File: src/rtl/core_ctrl_pkg.sv
// Shared control types for the pipeline hazard scheduler.
// Holds the FSM encoding, the x0 register index and the stage-control bundle.
package core_ctrl_pkg;

  typedef enum logic [1:0] {
    RUN    = 2'd0,
    DRAIN  = 2'd1,
    HALTED = 2'd2
  } ctrl_state_t;

  localparam logic [4:0] REG_X0 = 5'd0;

  typedef struct packed {
    logic pc_stall;
    logic pc_redirect;
    logic if_id_stall;
    logic if_id_flush;
    logic id_ex_flush;
    logic pipe_freeze;
    logic halted;
  } stage_ctrl_t;

endpackage

File: src/rtl/sat_counter.sv
// Saturating up-counter used for pipeline performance statistics.
// Sticks at all-ones instead of wrapping.
module sat_counter #(
  parameter int W = 16
) (
  input  logic         clk,
  input  logic         rst,
  input  logic         inc,
  output logic [W-1:0] q
);

  always_ff @(posedge clk) begin
    if (rst) begin
      q <= '0;
    end else if (inc && (q != '1)) begin
      q <= q + W'(1);
    end
  end

endmodule

File: src/rtl/hazard_ctrl.sv
// Stall/flush scheduler for the 5-stage pipeline with halt drain FSM.
// Controls are combinational; only FSM, drain count and perf counters are registered.
module hazard_ctrl
  import core_ctrl_pkg::*;
#(
  parameter int DRAIN_CYCLES = 3,
  parameter int CNT_W        = 16
) (
  input  logic             clk,
  input  logic             rst,
  input  logic [4:0]       id_rs1,
  input  logic [4:0]       id_rs2,
  input  logic             id_use_rs1,
  input  logic             id_use_rs2,
  input  logic             id_halt_req,
  input  logic [4:0]       ex_rd,
  input  logic             ex_mem_read,
  input  logic             ex_redirect_taken,
  input  logic             dmem_busy,
  input  logic             resume,
  output logic             pc_stall,
  output logic             pc_redirect,
  output logic             if_id_stall,
  output logic             if_id_flush,
  output logic             id_ex_flush,
  output logic             pipe_freeze,
  output logic             halted,
  output logic [CNT_W-1:0] stall_cnt,
  output logic [CNT_W-1:0] flush_cnt
);

  localparam int DW =
    (DRAIN_CYCLES > 1) ? $clog2(DRAIN_CYCLES) : 1;

  ctrl_state_t   state;
  ctrl_state_t   state_nx;
  logic [DW-1:0] dcnt;
  logic [DW-1:0] dcnt_nx;
  stage_ctrl_t   ctrl;
  logic          lu;

  assign lu = ex_mem_read && (ex_rd != REG_X0) &&
              ((id_use_rs1 && (id_rs1 == ex_rd)) ||
               (id_use_rs2 && (id_rs2 == ex_rd)));

  always_ff @(posedge clk) begin
    if (rst) begin
      state <= RUN;
      dcnt  <= '0;
    end else begin
      state <= state_nx;
      dcnt  <= dcnt_nx;
    end
  end

  always_ff @(posedge clk) begin
    if (!rst && (state == DRAIN)) begin
      assert (!ex_redirect_taken);
    end
  end

  always_comb begin
    ctrl     = '0;
    state_nx = state;
    dcnt_nx  = dcnt;
    if (!rst) begin
      unique case (state)
        RUN: begin
          // EX is frozen while memory waits, so a redirect stays pending
          if (dmem_busy) begin
            ctrl.pc_stall    = 1'b1;
            ctrl.if_id_stall = 1'b1;
            ctrl.pipe_freeze = 1'b1;
          end else if (ex_redirect_taken) begin
            ctrl.pc_redirect = 1'b1;
            ctrl.if_id_flush = 1'b1;
            ctrl.id_ex_flush = 1'b1;
          end else if (lu) begin
            ctrl.pc_stall    = 1'b1;
            ctrl.if_id_stall = 1'b1;
            ctrl.id_ex_flush = 1'b1;
          end else if (id_halt_req) begin
            ctrl.pc_stall    = 1'b1;
            ctrl.if_id_flush = 1'b1;
            state_nx         = DRAIN;
            dcnt_nx          = DW'(DRAIN_CYCLES - 1);
          end
        end
        DRAIN: begin
          ctrl.pc_stall    = 1'b1;
          ctrl.if_id_flush = 1'b1;
          ctrl.pipe_freeze = dmem_busy;
          if (!dmem_busy) begin
            if (dcnt == '0) begin
              state_nx = HALTED;
            end else begin
              dcnt_nx = dcnt - DW'(1);
            end
          end
        end
        HALTED: begin
          ctrl.halted      = 1'b1;
          ctrl.pc_stall    = 1'b1;
          ctrl.if_id_stall = 1'b1;
          if (resume) begin
            state_nx = RUN;
          end
        end
        default: begin
          state_nx = RUN;
        end
      endcase
    end
  end

  assign pc_stall    = ctrl.pc_stall;
  assign pc_redirect = ctrl.pc_redirect;
  assign if_id_stall = ctrl.if_id_stall;
  assign if_id_flush = ctrl.if_id_flush;
  assign id_ex_flush = ctrl.id_ex_flush;
  assign pipe_freeze = ctrl.pipe_freeze;
  assign halted      = ctrl.halted;

  sat_counter #(.W(CNT_W)) u_stall_cnt (
    .clk (clk),
    .rst (rst),
    .inc (ctrl.pc_stall && (state != HALTED)),
    .q   (stall_cnt)
  );

  sat_counter #(.W(CNT_W)) u_flush_cnt (
    .clk (clk),
    .rst (rst),
    .inc (ctrl.if_id_flush),
    .q   (flush_cnt)
  );

endmodule

File: config.mk
export PLATFORM = sky130hd
export DESIGN_NAME = hazard_ctrl
export DESIGN_NICKNAME = d
export VERILOG_FILES = /design/src/rtl/core_ctrl_pkg.sv /design/src/rtl/sat_counter.sv /design/src/rtl/hazard_ctrl.sv
export SDC_FILE = /design/constraint.sdc
export NUM_CORES = 1
export LEC_CHECK = 0
export ABC_CLOCK_PERIOD_IN_PS = 5100
export CAP_MARGIN = 20
export CORE_ASPECT_RATIO = 2
export CORE_MARGIN = 3
export CORE_UTILIZATION = 31
export DETAILED_ROUTE_END_ITERATION = 7
export SETUP_SLACK_MARGIN = 0.4
export SLEW_MARGIN = 20
export SYNTH_ARGS = -nofsm -noshare
export SYNTH_HDL_FRONTEND = slang
export SYNTH_HIERARCHICAL = 1
export SYNTH_SLANG_ARGS = --single-unit
File: constraint.sdc
create_clock -name clk -period 5.1 [get_ports clk]
set_clock_uncertainty 0.15 [all_clocks]
set_input_delay 1.02 -clock clk [delete_from_list [all_inputs] [get_ports clk]]
set_output_delay 1.02 -clock clk [all_outputs]
set_load 0.01 [all_outputs]
==> impl_metrics.json, run 1 <==
{
  "status": "finished clean",
  "cpLargestDelayFamily": "buffers and inverters",
  "crit_fanout": 5,
  "clk_pin_slew_ns": 0.05,
  "hp-start": "dcnt[0]$_SDFFE_PP0P_",
  "dp_hpwl_um": 4870,
  "setup_viol": 0,
  "ys_seq_area_frac": 0.309,
  "holdPathEnd": "dcnt[0]$_SDFFE_PP0P_",
  "drive_gt1_frac": 0.0843,
  "period_share": 0.903,
  "wl_per_cell_um": 15.0,
  "nets": 375,
  "reg2regPathDepth": 9,
  "grt_max_degree": 24,
  "die_w_um": 67.4,
  "worstSetupPathType": "in -> out",
  "globalplace.congestion": 0.807,
  "drt_wl_total_um": 6550,
  "yosysTopAreaCell": "dfxtp_1",
  "start_kind": "primary input",
  "first_iter_violations": 121,
  "end_kind": "output port",
  "nFillCells": 738,
  "syn_inst": 280,
  "syn_avg_cell_area_um2": 8.33,
  "finalMaxSlewViolations": 0,
  "ys_warn_count": 6,
  "coreArea_um2": 7270,
  "synth-async-reset-ratio": 0,
  "routed_via_density": 5.51,
  "ir_worst_vdd_uv": 215,
  "tightest_slew_ns": 0.898,
  "insertion_delay_ns": 0.28,
  "max_cap_viol_count": 0,
  "synth_top_area_frac": 0.309,
  "tritoncts": "yes",
  "htree_levels": 2,
  "final_cell_mix": "62 x clkdlybuf4s50_1, 36 x dfxtp_1, 23 x a21oi_1",
  "regToRegSetupSlack_ns": 2.36,
  "hp-class": "reg -> reg",
  "n_antenna_cell": 0,
  "grt_pass1_vias": 2329,
  "via_count": 2403,
  "gr-total-overflow": 0,
  "final_common_cell": "clkdlybuf4s50_1",
  "drtPass1Iterations": 4,
  "synth-seq-cells": 36,
  "crit_chain": "clkdlybuf4s50_1 -> xor2_1 -> nor4_2 -> a32oi_2 -> or2_2 -> a211oi_1 -> clkdlybuf4s50_1",
  "cts_root_buf": "clkbuf_16",
  "gr-usage-all-layers": 0.158,
  "synth-main-ff-cell": "dfxtp_1",
  "cts_buffers": 5,
  "arrival_ns": 3.44,
  "dp.cells": 427,
  "cpMostUsedCell": "clkdlybuf4s50_1",
  "reg2reg_to": "u_stall_cnt/q[11]$_SDFFE_PP0P_",
  "cp.required_ns": 3.93,
  "io_pins": 63,
  "synth.area.top_cells": "dfxtp_1 31%, a21oi_1 4.9%, or4_1 4.5%",
  "die_area_um2": 8670,
  "fin_crit_ns": 4.61,
  "antenna_found_initial": 0,
  "syn_to_final_growth_pct": 38.9,
  "tns_ns": 0,
  "rsz0062_at_grt": "no",
  "cts.sink_count": 36,
  "hold_violations": 0,
  "crit_buf_inv": 2,
  "finalNonFillerCells": 436,
  "drc": 0,
  "fp.dieH_um": 129,
  "leakage_nw": 1.10,
  "syn_area_um2": 2330,
  "ant_nets": 0,
  "max_freq_mhz": 217,
  "r2r_start": "state[0]$_SDFFE_PP0P_",
  "power_density_nw_per_um2": 263,
  "hold_depth": 2,
  "io_buffers": 62,
  "num_rows": 44,
  "start_util": 0.321,
  "synth_cell_types": 48,
  "slowest_delay_ns": 0.57,
  "clk_path_buf_depth": 2,
  "relSlewSlack": 0.397,
  "grt_first_pass_wirelength_um": 10800,
  "synth_edf_count": 0,
  "syn-num-nets": 311,
  "slowest_stage": "clkdlybuf4s50_1"
}
[per-layer routing]
| metal | up-vias | wire [µm] | global-route usage |
|---|---|---|---|
| met4 | 0 | 116 | 0.0622 |
| met5 | - | 0 | 0 |
| li1 | 1181 | - | - |
| met3 | 9 | 327 | 0.0306 |
| met2 | 63 | 3560 | 0.293 |
| met1 | 1150 | 2550 | 0.169 |
[per-stage QoR]
stage | power, mW | area (µm²) | hold slack, ns | util | setup WS (ns)
4_1_cts | 0.858 | 3210 | 0.341 | 0.441 | 0.402
3_5_place_dp | 0.535 | 3050 | 0.333 | 0.420 | 0.411
2_1_floorplan | 0.444 | 2330 | 0.302 | - | 1.42
5_1_grt | 0.901 | 3240 | 0.362 | 0.446 | 0.413
3_3_place_gp | 0.533 | 3050 | 0.312 | 0.420 | 0.435
6_report | 0.851 | 3240 | 0.332 | 0.446 | 0.494
[registers in the layout (all words and copies together) (netlist names)]
name           cells
u_flush_cnt/q     16
u_stall_cnt/q     16
dcnt               2
state              2
[where the power goes]
group | switching (mW) | total [mW] | internal [mW]
logic | 0.114 | 0.225 | 0.110
registers | 0.0136 | 0.308 | 0.295
clock network | 0.113 | 0.318 | 0.205
[cells by family after synthesis]
kind of cell | share of synthesized area
mux | 0.0375
fa+ha+maj | 0.0375
buf+inv | 0.0418
compound gates | 0.181
xor+xnor | 0.0525
flops | 0.309
simple gates | 0.341
[worst max-delay path by stage]
stage | from | end | cells past startpoint
after floorplan | ex_rd[1] | if_id_flush | 4
after global placement | ex_rd[3] | if_id_flush | 8
after detailed placement | ex_rd[3] | id_ex_flush | 7
after CTS | ex_rd[4] | if_id_flush | 8
after global routing | ex_rd[3] | id_ex_flush | 7
final | ex_rd[3] | id_ex_flush | 7
[area by class of cell]
class,instances,area [µm²],area share
multi-input cells,219,1530,0.473
flip-flops and latches,36,721,0.222
repair buffers,68,666,0.205
clock buffers,7,153,0.0471
well taps,92,115,0.0355
inverters,14,52.6,0.0162
[tightest hold or removal path, cell delays in order, from the launching register on]
cell and delay [ns]:
dfxtp_1 0.31, nand2b_1 0.06, mux2i_1 0.06
[cells in the mapped netlist (2+ instances only)]
master and count:
nand2_2 2, o311ai_0 2, and4_1 7, nor4_4 2
nor2b_1 5, o41ai_1 2, or4_1 14, buf_1 2
o21a_1 2, nor4bb_1 2, nand2_1 12, nor4_1 7
a211oi_1 4, or3_1 6, mux2_2 2, nand2b_1 7
a21oi_1 23, nand4_1 6, buf_2 3, mux2i_1 5
inv_1 14, nand4_4 2, o31ai_1 12, ha_1 7
nand3b_1 2, dfxtp_1 36, nor3_1 12, nand3_1 13
xor2_1 8, nor2_1 20, and3_1 2, xnor2_1 6
clkbuf_1 6, o21ai_0 11
[timing repair]
item | in CTS | in global routing
endpoints found under the setup margin | 0 | 2
hold buffers | 0 | 0
gates resized for setup | 0 | 3
buffers inserted | 0 | 2
Power figures use the tool's default switching activity.
==> run 2, diff against run 1 <==
--- a/config.mk
+++ b/config.mk
@@ -11,6 +11,7 @@
 export CORE_MARGIN = 3
 export CORE_UTILIZATION = 31
 export DETAILED_ROUTE_END_ITERATION = 7
+export HOLD_SLACK_MARGIN = 0.06
 export SETUP_SLACK_MARGIN = 0.4
 export SLEW_MARGIN = 20
 export SYNTH_ARGS = -nofsm -noshare
==> results of run 2 <==
The final DEF is identical to that of run 1; final timing and power are the same.
